File: config.mk
export PLATFORM = sky130hd
export DESIGN_NAME = muldiv_unit_flat
export DESIGN_NICKNAME = d
export VERILOG_FILES = /design/src/rtl/muldiv_unit_if.sv /design/src/rtl/muldiv_unit.sv /design/src/flat_wrapper.sv
export SDC_FILE = /design/constraint.sdc
export NUM_CORES = 2
export LEC_CHECK = 0
export ABC_AREA = 1
export BUFFER_PORTS_ARGS = -buffer_cell sky130_fd_sc_hd__buf_4
export CAP_MARGIN = 25
export CORE_UTILIZATION = 30
export DETAILED_ROUTE_END_ITERATION = 8
export HOLD_SLACK_MARGIN = 0.08
export PLACE_DENSITY_LB_ADDON = 0.3
export SLEW_MARGIN = 20
export SYNTH_ARGS = -nofsm -noshare
export SYNTH_HDL_FRONTEND = slang
export SYNTH_SLANG_ARGS = --single-unit
File: constraint.sdc
create_clock -name clk -period 10 [get_ports clk]
set_input_delay 2 -clock clk [delete_from_list [all_inputs] [get_ports clk]]
set_output_delay 2 -clock clk [all_outputs]
set_load 0.005 [all_outputs]
File: src/rtl/muldiv_unit_if.sv
// Request handshake between the execute stage and muldiv_unit.
// master: execute stage (req_valid/op/src1/src2 out, req_ready in); slave: muldiv_unit.
interface muldiv_unit_if #(
   parameter int WIDTH = 32
);
   logic             req_valid;
   logic             req_ready;
   logic [2:0]       req_op;
   logic [WIDTH-1:0] req_src1;
   logic [WIDTH-1:0] req_src2;

   modport master (
      output req_valid,
      output req_op,
      output req_src1,
      output req_src2,
      input  req_ready
   );

   modport slave (
      input  req_valid,
      input  req_op,
      input  req_src1,
      input  req_src2,
      output req_ready
   );
endinterface

File: src/rtl/muldiv_unit.sv
// Multiply/divide unit owning HI/LO: pipelined MUL/MULU, radix-2 restoring DIV/DIVU.
// Ports: clk, reset (sync, active-high), req (slave handshake), cancel (flush),
//        busy/done (registered status), hi/lo (HI/LO registers).
module muldiv_unit #(
   parameter int WIDTH   = 32,
   parameter int MUL_LAT = 2
) (
   input  logic             clk,
   input  logic             reset,
   muldiv_unit_if.slave     req,
   input  logic             cancel,
   output logic             busy,
   output logic             done,
   output logic [WIDTH-1:0] hi,
   output logic [WIDTH-1:0] lo
);

   localparam int CNT_MAX = (WIDTH > MUL_LAT) ? WIDTH : MUL_LAT;
   localparam int CNT_W   = $clog2(CNT_MAX + 1);

   localparam logic [CNT_W-1:0] MUL_LAST = CNT_W'(MUL_LAT - 1);
   localparam logic [CNT_W-1:0] DIV_LAST = CNT_W'(WIDTH - 1);

   localparam logic [2:0] OP_MUL  = 3'd0;
   localparam logic [2:0] OP_MULU = 3'd1;
   localparam logic [2:0] OP_DIV  = 3'd2;
   localparam logic [2:0] OP_DIVU = 3'd3;
   localparam logic [2:0] OP_MTHI = 3'd4;
   localparam logic [2:0] OP_MTLO = 3'd5;

   typedef enum logic [1:0] {
      S_IDLE,
      S_MUL,
      S_DIV,
      S_FIX
   } state_t;

   state_t           state;
   logic [CNT_W-1:0] cnt;

   logic [WIDTH:0]   mul_a;
   logic [WIDTH:0]   mul_b;

   logic [WIDTH-1:0] quo;
   logic [WIDTH-1:0] dvs;
   logic [WIDTH:0]   rem;
   logic             neg_q;
   logic             neg_r;

   logic             accept;
   logic             src_signed;
   logic             s1_neg;
   logic             s2_neg;
   logic [WIDTH-1:0] mag1;
   logic [WIDTH-1:0] mag2;

   logic [2*WIDTH-1:0] ext_a;
   logic [2*WIDTH-1:0] ext_b;
   logic [2*WIDTH-1:0] prod;

   logic [WIDTH+1:0] rem_sh;
   logic [WIDTH+1:0] diff;
   logic             borrow;

   function automatic logic [WIDTH-1:0] neg(
      input logic [WIDTH-1:0] x
   );
      return ~x + WIDTH'(1);
   endfunction

   assign req.req_ready = (state == S_IDLE)
                        && !cancel && !reset;
   assign accept = req.req_valid && req.req_ready;

   assign src_signed = (req.req_op == OP_MUL)
                    || (req.req_op == OP_DIV);
   assign s1_neg = src_signed && req.req_src1[WIDTH-1];
   assign s2_neg = src_signed && req.req_src2[WIDTH-1];
   assign mag1   = s1_neg ? neg(req.req_src1) : req.req_src1;
   assign mag2   = s2_neg ? neg(req.req_src2) : req.req_src2;

   // Product modulo 2^(2W) of the sign-extended (W+1)-bit
   // operands is exactly the truncated 2W-bit result.
   assign ext_a = {{(WIDTH-1){mul_a[WIDTH]}}, mul_a};
   assign ext_b = {{(WIDTH-1){mul_b[WIDTH]}}, mul_b};
   assign prod  = ext_a * ext_b;

   // Shift the next dividend bit in; the extra top bit of
   // diff is the borrow of the trial subtraction.
   assign rem_sh = {rem, quo[WIDTH-1]};
   assign diff   = rem_sh - {2'b00, dvs};
   assign borrow = diff[WIDTH+1];

   always_ff @(posedge clk) begin
      if (reset) begin
         state <= S_IDLE;
         cnt   <= '0;
         busy  <= 1'b0;
         done  <= 1'b0;
         hi    <= '0;
         lo    <= '0;
         mul_a <= '0;
         mul_b <= '0;
         quo   <= '0;
         dvs   <= '0;
         rem   <= '0;
         neg_q <= 1'b0;
         neg_r <= 1'b0;
      end else begin
         done <= 1'b0;
         if (cancel) begin
            state <= S_IDLE;
            cnt   <= '0;
            busy  <= 1'b0;
         end else begin
            unique case (state)
               S_IDLE: begin
                  if (accept) begin
                     cnt <= '0;
                     unique case (req.req_op)
                        OP_MUL, OP_MULU: begin
                           mul_a <= {s1_neg, req.req_src1};
                           mul_b <= {s2_neg, req.req_src2};
                           state <= S_MUL;
                           busy  <= 1'b1;
                        end
                        OP_DIV, OP_DIVU: begin
                           busy <= 1'b1;
                           if (req.req_src2 == '0) begin
                              // FIX passes these through
                              // unmodified: lo=~0, hi=src1.
                              quo   <= '1;
                              rem   <= {1'b0, req.req_src1};
                              neg_q <= 1'b0;
                              neg_r <= 1'b0;
                              state <= S_FIX;
                           end else begin
                              quo   <= mag1;
                              dvs   <= mag2;
                              rem   <= '0;
                              neg_q <= s1_neg ^ s2_neg;
                              neg_r <= s1_neg;
                              state <= S_DIV;
                           end
                        end
                        OP_MTHI: begin
                           hi   <= req.req_src1;
                           done <= 1'b1;
                        end
                        OP_MTLO: begin
                           lo   <= req.req_src1;
                           done <= 1'b1;
                        end
                        default: begin
                        end
                     endcase
                  end
               end
               S_MUL: begin
                  if (cnt == MUL_LAST) begin
                     hi    <= prod[2*WIDTH-1:WIDTH];
                     lo    <= prod[WIDTH-1:0];
                     done  <= 1'b1;
                     busy  <= 1'b0;
                     cnt   <= '0;
                     state <= S_IDLE;
                  end else begin
                     cnt <= cnt + CNT_W'(1);
                  end
               end
               S_DIV: begin
                  rem <= borrow ? rem_sh[WIDTH:0]
                                : diff[WIDTH:0];
                  quo <= {quo[WIDTH-2:0], ~borrow};
                  if (cnt == DIV_LAST) begin
                     cnt   <= '0;
                     state <= S_FIX;
                  end else begin
                     cnt <= cnt + CNT_W'(1);
                  end
               end
               S_FIX: begin
                  lo    <= neg_q ? neg(quo) : quo;
                  hi    <= neg_r ? neg(rem[WIDTH-1:0])
                                 : rem[WIDTH-1:0];
                  done  <= 1'b1;
                  busy  <= 1'b0;
                  state <= S_IDLE;
               end
               default: begin
                  state <= S_IDLE;
                  busy  <= 1'b0;
               end
            endcase
         end
      end
   end

endmodule
File: src/flat_wrapper.sv
// flat-port wrapper written by rule: the top's interface ports become plain ports
module muldiv_unit_flat 
#(
   parameter int WIDTH   = 32,
   parameter int MUL_LAT = 2
)
  (clk, reset, cancel, busy, done, hi, lo, req_req_valid, req_req_op, req_req_src1, req_req_src2, req_req_ready);
  muldiv_unit_if #(.WIDTH(WIDTH)) req_i ();
  input  logic clk;
  input  logic reset;
  input  logic cancel;
  output logic busy;
  output logic done;
  output logic [WIDTH-1:0] hi;
  output logic [WIDTH-1:0] lo;
  input wire logic [$bits(req_i.req_valid)-1:0] req_req_valid;
  input wire logic [$bits(req_i.req_op)-1:0] req_req_op;
  input wire logic [$bits(req_i.req_src1)-1:0] req_req_src1;
  input wire logic [$bits(req_i.req_src2)-1:0] req_req_src2;
  output wire logic [$bits(req_i.req_ready)-1:0] req_req_ready;
  assign req_i.req_valid = req_req_valid;
  assign req_i.req_op = req_req_op;
  assign req_i.req_src1 = req_req_src1;
  assign req_i.req_src2 = req_req_src2;
  assign req_req_ready = req_i.req_ready;
  muldiv_unit #(.WIDTH(WIDTH), .MUL_LAT(MUL_LAT)) u_core (.clk(clk), .reset(reset), .req(req_i), .cancel(cancel), .busy(busy), .done(done), .hi(hi), .lo(lo));
endmodule
==> metrics.csv <==
metric;value;unit
GRT Util Overall;23.3;%
H-tree levels;2;
Initial Utilization;30.2;%
synth unique cells;47;
Placement Cell Area;61000;sq um
worst hold slack;0.445;ns
core area;190000;sq um
PwrDens;49.7;nW/um^2
critical path arrival;9.19;ns
fraction of registers with async set/reset;0;%
post_cts resized;0;
Hold Path Depth;2;
Sw Pwr;1.11;mW
Ys Warns;0;
die area;193000;sq um
die width;440;um
Tightest Hold Check Type;register to register;
most common cell after layout, fill and taps aside;inv_1;
CTS Buf Count;35;
largest area contributor in the netlist;fa_1;
Setup crit end kind;register;
antenna violations before repair;5;
Routed Antenna Nets;0;
Crit Path Max Fanout;21;
PortBufs;137;
cts hold-fix bufs;0;
Syn Nets;9580;
Req. time, crit path;10.51;ns
Peak VDD IR;87.0;uV
Clock Path Buffers;3;
Final HPWL DP;186000;um
drt total wl;224000;um
drt pass-1 iters;6;
CTS tree;built;
setup violators final;0;
# Max-Cap Violations;0;
startpoint class of the critical path;register;
Min-Delay Endpoint;u_core.busy;
Static Leak;35.9;nW
crit path time final;8.68;ns
crit path kind;register to register;
Avg Cell Area, Syn;7.07;sq um
TNS Setup;0;ns
Clock Power Share;45.6;%
reg2reg end;u_core.hi[23];
clock slew at reported path FFs;0.06;ns
Comb power frac;22.5;%
final setup skew;0.0242;ns
Int Pwr;1.99;mW
Most used DFF post-synth;dfxtp_1;
Post-synth EDFFs;0;
Cell Area, Synth;57500;sq um
Worst R2R Path Depth;25;
Final Max Slew Viols;0;
top cell type's share of synthesized area;39.2;%
R2R setup slack;1.32;ns
largest net degree at the start of global routing;79;
Fmax;0.115;GHz
final non-filler cell area;62300;sq um
routed vias/inst;4.83;
1st-iter DRT viols;4604;
total clock sinks;239;
P&R area growth vs syn;8.41;%
Slew headroom;26.4;%
top cells by area, synth;fa_1, inv_1, nand2_1;
Final nets;9481;
first-pass GRT wire length;335000;um
FF-to-FF Start;u_core.mul_b[7];
Overflow after GRT;0;
# IOs;138;
RePlAce Congestion;0.996;
Die Y;440;um
Synth Instances;8128;
Worst Setup SP;u_core.mul_b[7];
RSZ-0062 raised after global routing;no;
DR WL/cell;21.2;um
DR DRC count;0;
sequential share of the synthesized area;8.33;%
Net Sw Frac;35.7;%
total power;3.10;mW
Flop pwr share;31.9;%
vias in the first global route;51600;
#FFs+latches synth;239;
Hold Path Origin;u_core.busy;
via count;51100;
status;completed;
Slew @ Worst Pin;1.10;ns
layout cells sized above 1;4.51;%
clock latency on the worst-skew pair;0.59;ns
fin crit share;86.8;%
post-CTS setup buffers;0;
Fin. Hold Viols;0;
commonest cells after routing, fill and taps aside;inv_1, nand2_1, fa_1;
FP Rows;160;
CTS Root Cell;clkbuf_16;
[sequential cells by signal, indices dropped and copies added, names as in the netlist]
name / cells
u_core.lo: 32
u_core.neg_q: 1
u_core.quo: 32
u_core.neg_r: 1
u_core.rem: 33
u_core.mul_a: 33
u_core.dvs: 32
u_core.mul_b: 33
u_core.busy: 1
u_core.hi: 32
u_core.done: 1
u_core.state: 2
u_core.cnt: 6
[Yosys cell counts, drive strengths merged (7+ instances only)]
cell	number
a211oi	8
a21oi	351
a31oi	22
and2	8
buf	51
clkbuf	341
dfxtp	239
fa	1126
ha	255
inv	2180
nand2	2033
nand3	350
nand3b	18
nand4	54
nor2	524
nor3	54
nor4	7
o211ai	26
o21ai	331
o21bai	27
or2	18
xnor2	21
xor2	50
[power groups by stage]
| stage | Sequential, mW | Clock, mW | Combinational [mW] |
|---|---|---|---|
| 2_1_floorplan | 0.992 | 0 | 0.402 |
| 3_3_place_gp | 1.01 | 0 | 0.676 |
| 3_5_place_dp | 1.01 | 0 | 0.675 |
| 4_1_cts | 0.987 | 1.43 | 0.679 |
| 5_1_grt | 0.988 | 1.46 | 0.748 |
| 6_report | 0.988 | 1.41 | 0.698 |
[metrics by stage]
stage          std cells  setup slack [ns]  util, %
4_1_cts            10600              1.32     32.7
5_1_grt            10600             0.666     32.8
3_3_place_gp       10500              1.31     32.1
6_report           10600              1.32     32.8
3_5_place_dp       10500              1.37     32.1
2_1_floorplan       8128              2.83        -
[metal layers]
metal  vias up  part of all wire [%]  GRT usage, %
met3       276                   6.7          2.65
met4         2                   3.6          7.06
met5         -                0.0058             0
li1      23400                     -             -
met1     25600                    43          32.1
met2      1760                    47          38.0
[logic make-up (layout without fill, tap and decap cells)]
logic type	after synthesis	after routing	synth area share [%]
AOI/OAI and AO/OA	789	789	7.32
xor gates and xnor gates	71	71	1.08
adders and majority gates	1381	1381	44.8
buffers and inverters	2575	2503	16.9
DFF	239	239	8.33
other	0	3	0
and+or+nand+nor	3073	3073	21.5
[layout make-up]
cell class | instances | area [sq um]
timing repair buffer | 256 | 1950
fill | 20700 | 128000
multi-input combinational | 5314 | 43000
inverter | 2183 | 8200
antenna | 3 | 7.51
sequential | 239 | 4790
clock buffer | 47 | 1020
tap | 2511 | 3140
clock inverter | 17 | 224
[how the worst max path moves through the flow]
stage	cells past startpoint	slack [ns]	endpoint
detailed placement	26	1.37	u_core.hi[20]
global route	27	0.67	u_core.hi[29]
floorplan	28	2.83	u_core.hi[31]
CTS	26	1.32	u_core.hi[20]
finish	25	1.32	u_core.hi[23]
global placement	27	1.31	u_core.hi[29]
[worst max-delay path, cell delays in order (launching register included)]
cell and delay (ns):
dfxtp_1 0.93, nand2_1 0.21, inv_1 0.13, fa_1 0.43
inv_1 0.27, fa_1 0.52, inv_1 0.21, fa_1 0.49
fa_1 0.74, inv_1 0.40, fa_1 0.59, inv_1 0.05
fa_1 0.49, fa_1 0.50, inv_1 0.05, fa_1 0.47
inv_1 0.04, ha_1 0.39, nand2_1 0.15, nor2_1 0.22
nand2_1 0.13, nor2_1 0.27, nand3_1 0.29, nand3_1 0.17
nand3_1 0.21, a21oi_1 0.21
Power figures use the tool's default switching activity.
